===== config.mk =====
export PLATFORM = sky130hd
export DESIGN_NAME = data_register
export DESIGN_NICKNAME = d
export VERILOG_FILES = /design/src/rtl/data_register_pkg.sv /design/src/rtl/data_register.sv
export SDC_FILE = /design/constraint.sdc
export NUM_CORES = 1
export LEC_CHECK = 0
export ABC_AREA = 0
export CAP_MARGIN = 20
export CORE_AREA = 10 10 47 49
export CTS_CLUSTER_DIAMETER = 40
export CTS_CLUSTER_SIZE = 10
export DETAILED_ROUTE_END_ITERATION = 12
export DIE_AREA = 0 0 57 59
export SLEW_MARGIN = 20
export SYNTH_ARGS = -nofsm -noshare
export SYNTH_HDL_FRONTEND = slang
export SYNTH_SLANG_ARGS = --single-unit

===== constraint.sdc =====
create_clock -name clk -period 2.1 [get_ports clk]
set_clock_uncertainty 0.1 [all_clocks]
set_input_delay 0.42 -clock clk [delete_from_list [all_inputs] [get_ports clk]]
set_output_delay 0.42 -clock clk [all_outputs]
set_load 0.03 [all_outputs]

===== src/rtl/data_register_pkg.sv =====
// Shared configuration for the generic datapath register.
// Holds the default datapath width used when the register is instantiated.
package data_register_pkg;

    localparam int unsigned DATA_REGISTER_WIDTH = 8;

endpackage : data_register_pkg


===== src/rtl/data_register.sv =====
// Loadable storage register with synchronous clear.
// Building block for the accumulator, instruction register and similar state.
module data_register
    import data_register_pkg::*;
#(
    parameter int unsigned WIDTH = DATA_REGISTER_WIDTH
) (
    input  logic             clk,
    input  logic             rst,
    input  logic             load,
    input  logic [WIDTH-1:0] data_in,
    output logic [WIDTH-1:0] data_out
);

    logic [WIDTH-1:0] data_d;
    logic [WIDTH-1:0] data_q;

    always_comb begin
        data_d = data_q;
        if (load) begin
            data_d = data_in;
        end
    end

    // NOTE: the clear is synchronous, so rst sits inside the edge-triggered block, and it takes priority over load.
    always_ff @(posedge clk) begin
        if (rst) begin
            data_q <= '0;
        end else begin
            data_q <= data_d;
        end
    end

    // Output comes straight from the flop; no input reaches it combinationally.
    assign data_out = data_q;

endmodule : data_register


== After elaboration in Yosys (flattened, before gate mapping) ==
Index checks and enable logic that the tools add are counted.

* Flip-flop bits (word level): 8
* Bits of input ports: 11
* Output and inout bits: 8
* Logic and storage cells: 1

== Depth between registers and ports, before layout ==
Gate-level depths: netlist of run 1.

* Depth after elaboration: 0
* Mapped depth: 3
* Gate-level depth less buffers: 2

== Worst setup path after synthesis of run 1 ==
Ideal clock, no wire load.

* Path type: register -> output
* From: register data_q[0], in the netlist data_out[0]
* To: output data_out[0]
* Path slack: 1,106 ps
* Path buffers: 0
* Data required time: 1,580 ps
* Arrival time: 474 ps
* Stages on the path, launching flop included: 1
* Cell sequence: dfxtp_1

{| class="wikitable"
|+ RTL lines
! element !! line !! RTL
|-
| start, declared || data_register.sv:16 || <nowiki>logic [WIDTH-1:0] data_q;</nowiki>
|-
| start signal, assigned || data_register.sv:30 || <nowiki>data_q <= data_d;</nowiki>
|-
| end, declared || data_register.sv:12 || <nowiki>output logic [WIDTH-1:0] data_out</nowiki>
|}

No word-level cell between the ends.

== Worst setup path after layout of run 1 ==
* From: register data_q[5], in the netlist data_out[5]
* To: output data_out[5]

No word-level cell between the ends.

==> metrics.txt, run 1 <==
IO Pins=19; Worst-path clk slew=0.05 ns; largest net degree at the start of global routing=9; NumNets Final=58; total number of vias=228; Synth cell types=5; final WL=756 microns; worst skew pair latency=0.25 ns; R2R depth=2; routed vias/inst=3.738; final number of setup-violating endpoints=0; Placeable Area=1401 sq um; Post-Syn Area=285.3 sq um; RSZ-0062 raised after global routing=no; CTS tree=built; commonest non-fill, non-tap cell in the layout=clkdlybuf4s50_1; htree depth=1; Leakage=0.2093 nW; period utilisation layout=84.52%; number of flip-flops under the largest register name=8; first-pass GRT wire length=1207 microns; met2 global-route usage=6.202%; final slew viol count=0; clk sinks=8; Synth Area per Inst=10.97 sq um; Fill cells=150; Yosys warning count=0; CTS root buffer=clkbuf_4; instance count on the critical path=1; crit start category=flop; R2R Setup Slk=1.39 ns; worst flop-to-flop path startpoint=data_out[3]; die area=3363 sq um; Hold-fix buffers, CTS=0; post-cts gate resize count=0; total congestion overflow=0; # Post-CTS Setup Buffers=0; vias in the first global route=269; met1 Usage GRT=4.426%; WS Path Type=reg2out; antenna cell count=0; GRT busiest layer=met2; met3 usage=3.863%; DR iter-0 viols=0; maxcap violations=0; Die Ht=59 microns; Critical Path Sink=data_out[5]; Worst setup startpoint=data_out[5]; Max clock buf depth=2; Fin Setup TNS=0 ns; Post-Syn Nets=37; Final ANT Viol Nets=0; Area Overhead vs Synth=72.81%; crit path max fanout=2; initial antenna violation count=0; Synth Register Bits=8; placed cell areas=470.5 sq um; share of cells above drive strength 1=6.667%; WL per Instance=12.39 microns; Worst Setup End Kind=output port; Initial Util=20.36%; Buffers & Inverters on Critical Path=1; normalized max-slew margin=70.07%; final hold violation count=0; Worst Hold Margin=0.3882 ns; First-pass DRT Iterations=1; register area share after synthesis=56.14%; DR DRC count=0; total power=0.0003563 W; num rows=14; DIE WIDTH=57 microns; Routability Congestion=0.5519; pwr dens=722.8 nW/um^2; Worst Hold Class=reg2reg; Peak supply drop=0.2577 mV; all-layer global routing usage=4.766%; Worst Path Required=1.58 ns; Slowest-stage cell, CP=clkdlybuf4s50_1; status=completed; final worst path period need=1.775 ns; Largest delay share family, worst path=buffers and inverters; RR Endpoint=data_out[3]; Max Fclk=563.4 MHz; port bufs=18; Synth Instances=26; crit-path max cell delay=0.68 ns; CP arrival=1.25 ns; Worst Tran Pin Value=0.4475 ns; TritonCTS Buffers=3; most frequent cells in the layout=clkdlybuf4s50_1, mux2i_1, nor2_1, dfxtp_1, clkbuf_4; Critical Path, Cell by Cell=clkdlybuf4s50_1; design area=493.0 sq um
-- power breakdown --
group | switching [W] | leakage [nW] | internal [W]
logic | 0.0000340 | 0.129 | 0.0000395
clock network | 0.0000522 | 0.0138 | 0.0000654
registers | 0.00000418 | 0.0661 | 0.000161
-- synth_stat cells --
master | instances | area share [%]
mux2i_1 | 8 | 28
buf_1 | 1 | 1.3
dfxtp_1 | 8 | 56
nor2_1 | 8 | 11
buf_6 | 1 | 3.9
-- stage by stage --
stage          util [%]  std cells  setup slack [ns]
6_report          35.18         61            0.3251
3_5_place_dp      33.57         58            0.3999
3_3_place_gp      33.57         58            0.4022
5_1_grt           35.18         61            0.2633
2_1_floorplan         -         26             1.106
4_1_cts           35.18         61            0.3013
-- cell families (layout without fill, tap and decap cells) --
family | after synthesis | in the layout | share of synthesized area (%)
AND/OR/NAND/NOR | 8 | 8 | 10.53
multiplexers | 8 | 8 | 28.07
buffers and inverters | 2 | 21 | 5.262
flip-flops | 8 | 8 | 56.14
-- per-layer routing --
metal	part of all wire, %	vias to the layer above
li1	-	123
met1	42	94
met2	41	11
met3	16	0
met4	0	0
met5	0	-
-- cell type report --
| type | instances | area, sq um | share of cell area [%] |
|---|---|---|---|
| repair buffers | 18 | 180.2 | 36.55 |
| flip-flops and latches | 8 | 160.2 | 32.49 |
| multi-input cells | 16 | 110.1 | 22.34 |
| clock buffers | 3 | 22.52 | 4.569 |
| well taps | 16 | 20.02 | 4.061 |
-- worst min path at each step --
stage,start,slack [ns],endpoint,depth (start not counted)
6_report,data_out[6],0.39,data_out[6],2
5_1_grt,data_out[6],0.42,data_out[6],2
4_1_cts,data_out[6],0.40,data_out[6],2
3_5_place_dp,data_out[6],0.38,data_out[6],2
3_3_place_gp,data_out[3],0.37,data_out[3],2
2_1_floorplan,data_in[0],0.47,data_out[0],2
(Power assumes the default switching activity.)
==> run 2: changes to the inputs <==
Clock period 2.1 ns to 1.7 ns, I/O delays scaled along.
==> run 2 against run 1 <==
Compared with the run above: global-route usage is essentially flat; die area is the same; sequential cell count is the same; sequential power grew 24%; sequential share of layout area shrank 1.5 points; clock power grew 19%; count of clock-buffer cells in the layout is the same; register-to-register slack lost 0.39 ns; non-clock buffer count grew 1; critical path type unchanged.
==> metrics.txt, run 2 (synthesis results as in run 1) <==
DR DRC count=0 (unchanged); clk sinks=8 (unchanged); final WL=731 microns (-3.3%); IO Pins=19 (unchanged); Fin Setup TNS=0 ns (unchanged); routed vias/inst=3.887 (+4.0%); period utilisation layout=83.07%; first-pass GRT wire length=1248 microns (+3.4%); final number of setup-violating endpoints=0 (unchanged); Buffers & Inverters on Critical Path=1 (unchanged); total congestion overflow=0 (unchanged); Placeable Area=1401 sq um (unchanged); die area=3363 sq um (unchanged); Worst Setup End Kind=output port; maxcap violations=0 (unchanged); NumNets Final=59 (+1.7%); Routability Congestion=0.5529 (+0.18%); commonest non-fill, non-tap cell in the layout=clkdlybuf4s50_1; TritonCTS Buffers=3 (unchanged); CP arrival=0.97 ns (-0.28 ns); Worst Slack Setup Final=0.2878 ns (-0.03725 ns); Worst Path Required=1.26 ns (-0.32 ns); CTS tree=built; Initial Util=20.36% (unchanged); vias in the first global route=291 (+8.2%); DIE WIDTH=57 microns (unchanged); Final ANT Viol Nets=0 (unchanged); Hold-fix buffers, CTS=0 (unchanged); Area Overhead vs Synth=81.14%; Largest delay share family, worst path=buffers and inverters; instance count on the critical path=1 (unchanged); crit-path max cell delay=0.40 ns (-0.28 ns); Critical Path, Cell by Cell=dlygate4sd2_1; hold path cells=2 (unchanged); First-pass DRT Iterations=1 (unchanged); total number of vias=241 (+5.7%); Peak supply drop=0.3135 mV (+22%); WS Path Type=reg2out; Max clock buf depth=2 (unchanged); Max Fclk=708.1 MHz; Slowest-stage cell, CP=dlygate4sd2_1; crit path max fanout=2 (unchanged); port bufs=18 (unchanged); # Post-CTS Setup Buffers=0 (unchanged); initial antenna violation count=0 (unchanged); Die Ht=59 microns (unchanged); final worst path period need=1.412 ns; worst skew pair latency=0.24 ns (about the same); crit start category=flop; status=completed; share of cells above drive strength 1=8.696% (+2.0 points); R2R depth=2 (unchanged); most frequent cells in the layout=clkdlybuf4s50_1, mux2i_1, nor2_1, dfxtp_1, dlymetal6s2s_1; htree depth=1 (unchanged); antenna cell count=0 (unchanged); CTS root buffer=clkbuf_4; largest net degree at the start of global routing=9 (unchanged); num rows=14 (unchanged); number of flip-flops under the largest register name=8 (unchanged); Worst-path clk slew=0.06 ns (about the same); RSZ-0062 raised after global routing=no; pwr dens=840.4 nW/um^2 (+16%); final hold violation count=0 (unchanged); DR iter-0 viols=0 (unchanged); normalized max-slew margin=78.23% (+8.2 points); hpwl dp=574.7 microns; Leakage=0.3267 nW (+56%); WL per Instance=11.79 microns (-4.9%); final slew viol count=0 (unchanged); Worst Tran Pin Value=0.3259 ns (-0.1216 ns); all-layer global routing usage=4.731% (-0.035 points); pre-CTS setup slack=0.2345 ns (-0.1654 ns); Worst Hold Class=reg2reg
-- run 2: cell types whose count changed in the layout (fill, tap and decap cells not counted), sizes merged --
| cell | before | now |
|---|---|---|
| dlygate4sd2 | 0 | 1 |
| buf | 0 | 1 |
| clkdlybuf4s50 | 18 | 10 |
| dlymetal6s2s | 0 | 7 |
-- run 2: area by class of cell --
cell class	instances	area, sq um
Timing Repair Buffer	19	203.9
Sequential cell	8	160.2
Multi-Input combinational cell	16	110.1
Fill cell	149	884.6
Clock buffer	3	22.52
Tap cell	16	20.02
-- run 2: repair_timing --
item,4_1_cts,5_1_grt
gates cloned,0,0
gates resized for setup,1,7
endpoints found under the setup margin,1,7
pin swaps,0,0
-- run 2: layer usage --
metal,GRT usage (%),up-vias,part of all wire (%)
met4,3.020,0,0.55
met3,4.077,2,17
met1,4.808,102,41
met2,6.357,11,41
li1,-,126,-
met5,0,-,0
-- run 2: per-stage QoR --
stage	cell area [sq um]	utilization, %	total power [W]	cells	hold WS [ns]
CTS	499.2	35.63	0.0004428	62	0.3986
floorplan	285.3	-	0.0002540	26	0.3872
detailed placement	478.0	34.11	0.0003016	59	0.3842
global placement	478.0	34.11	0.0003013	59	0.3729
global route	516.7	36.88	0.0004594	62	0.4287
finish	516.7	36.88	0.0004343	62	0.3876
-- run 2: report_power, final --
part	internal [W]	switching, W	total (W)
logic	0.0000475	0.0000422	0.0000897
registers	0.000199	0.00000469	0.000204
clock network	0.0000805	0.0000604	0.000141
total	0.000327	0.000107	0.000434
-- run 2: final timing paths --
path                             startpoint     endpoint  slack [ns]
worst min register to register  data_out[4]  data_out[4]        0.39
worst max register to register  data_out[0]  data_out[0]        1.00
worst min-delay path            data_out[4]  data_out[4]        0.39
worst max-delay path            data_out[5]  data_out[5]        0.29
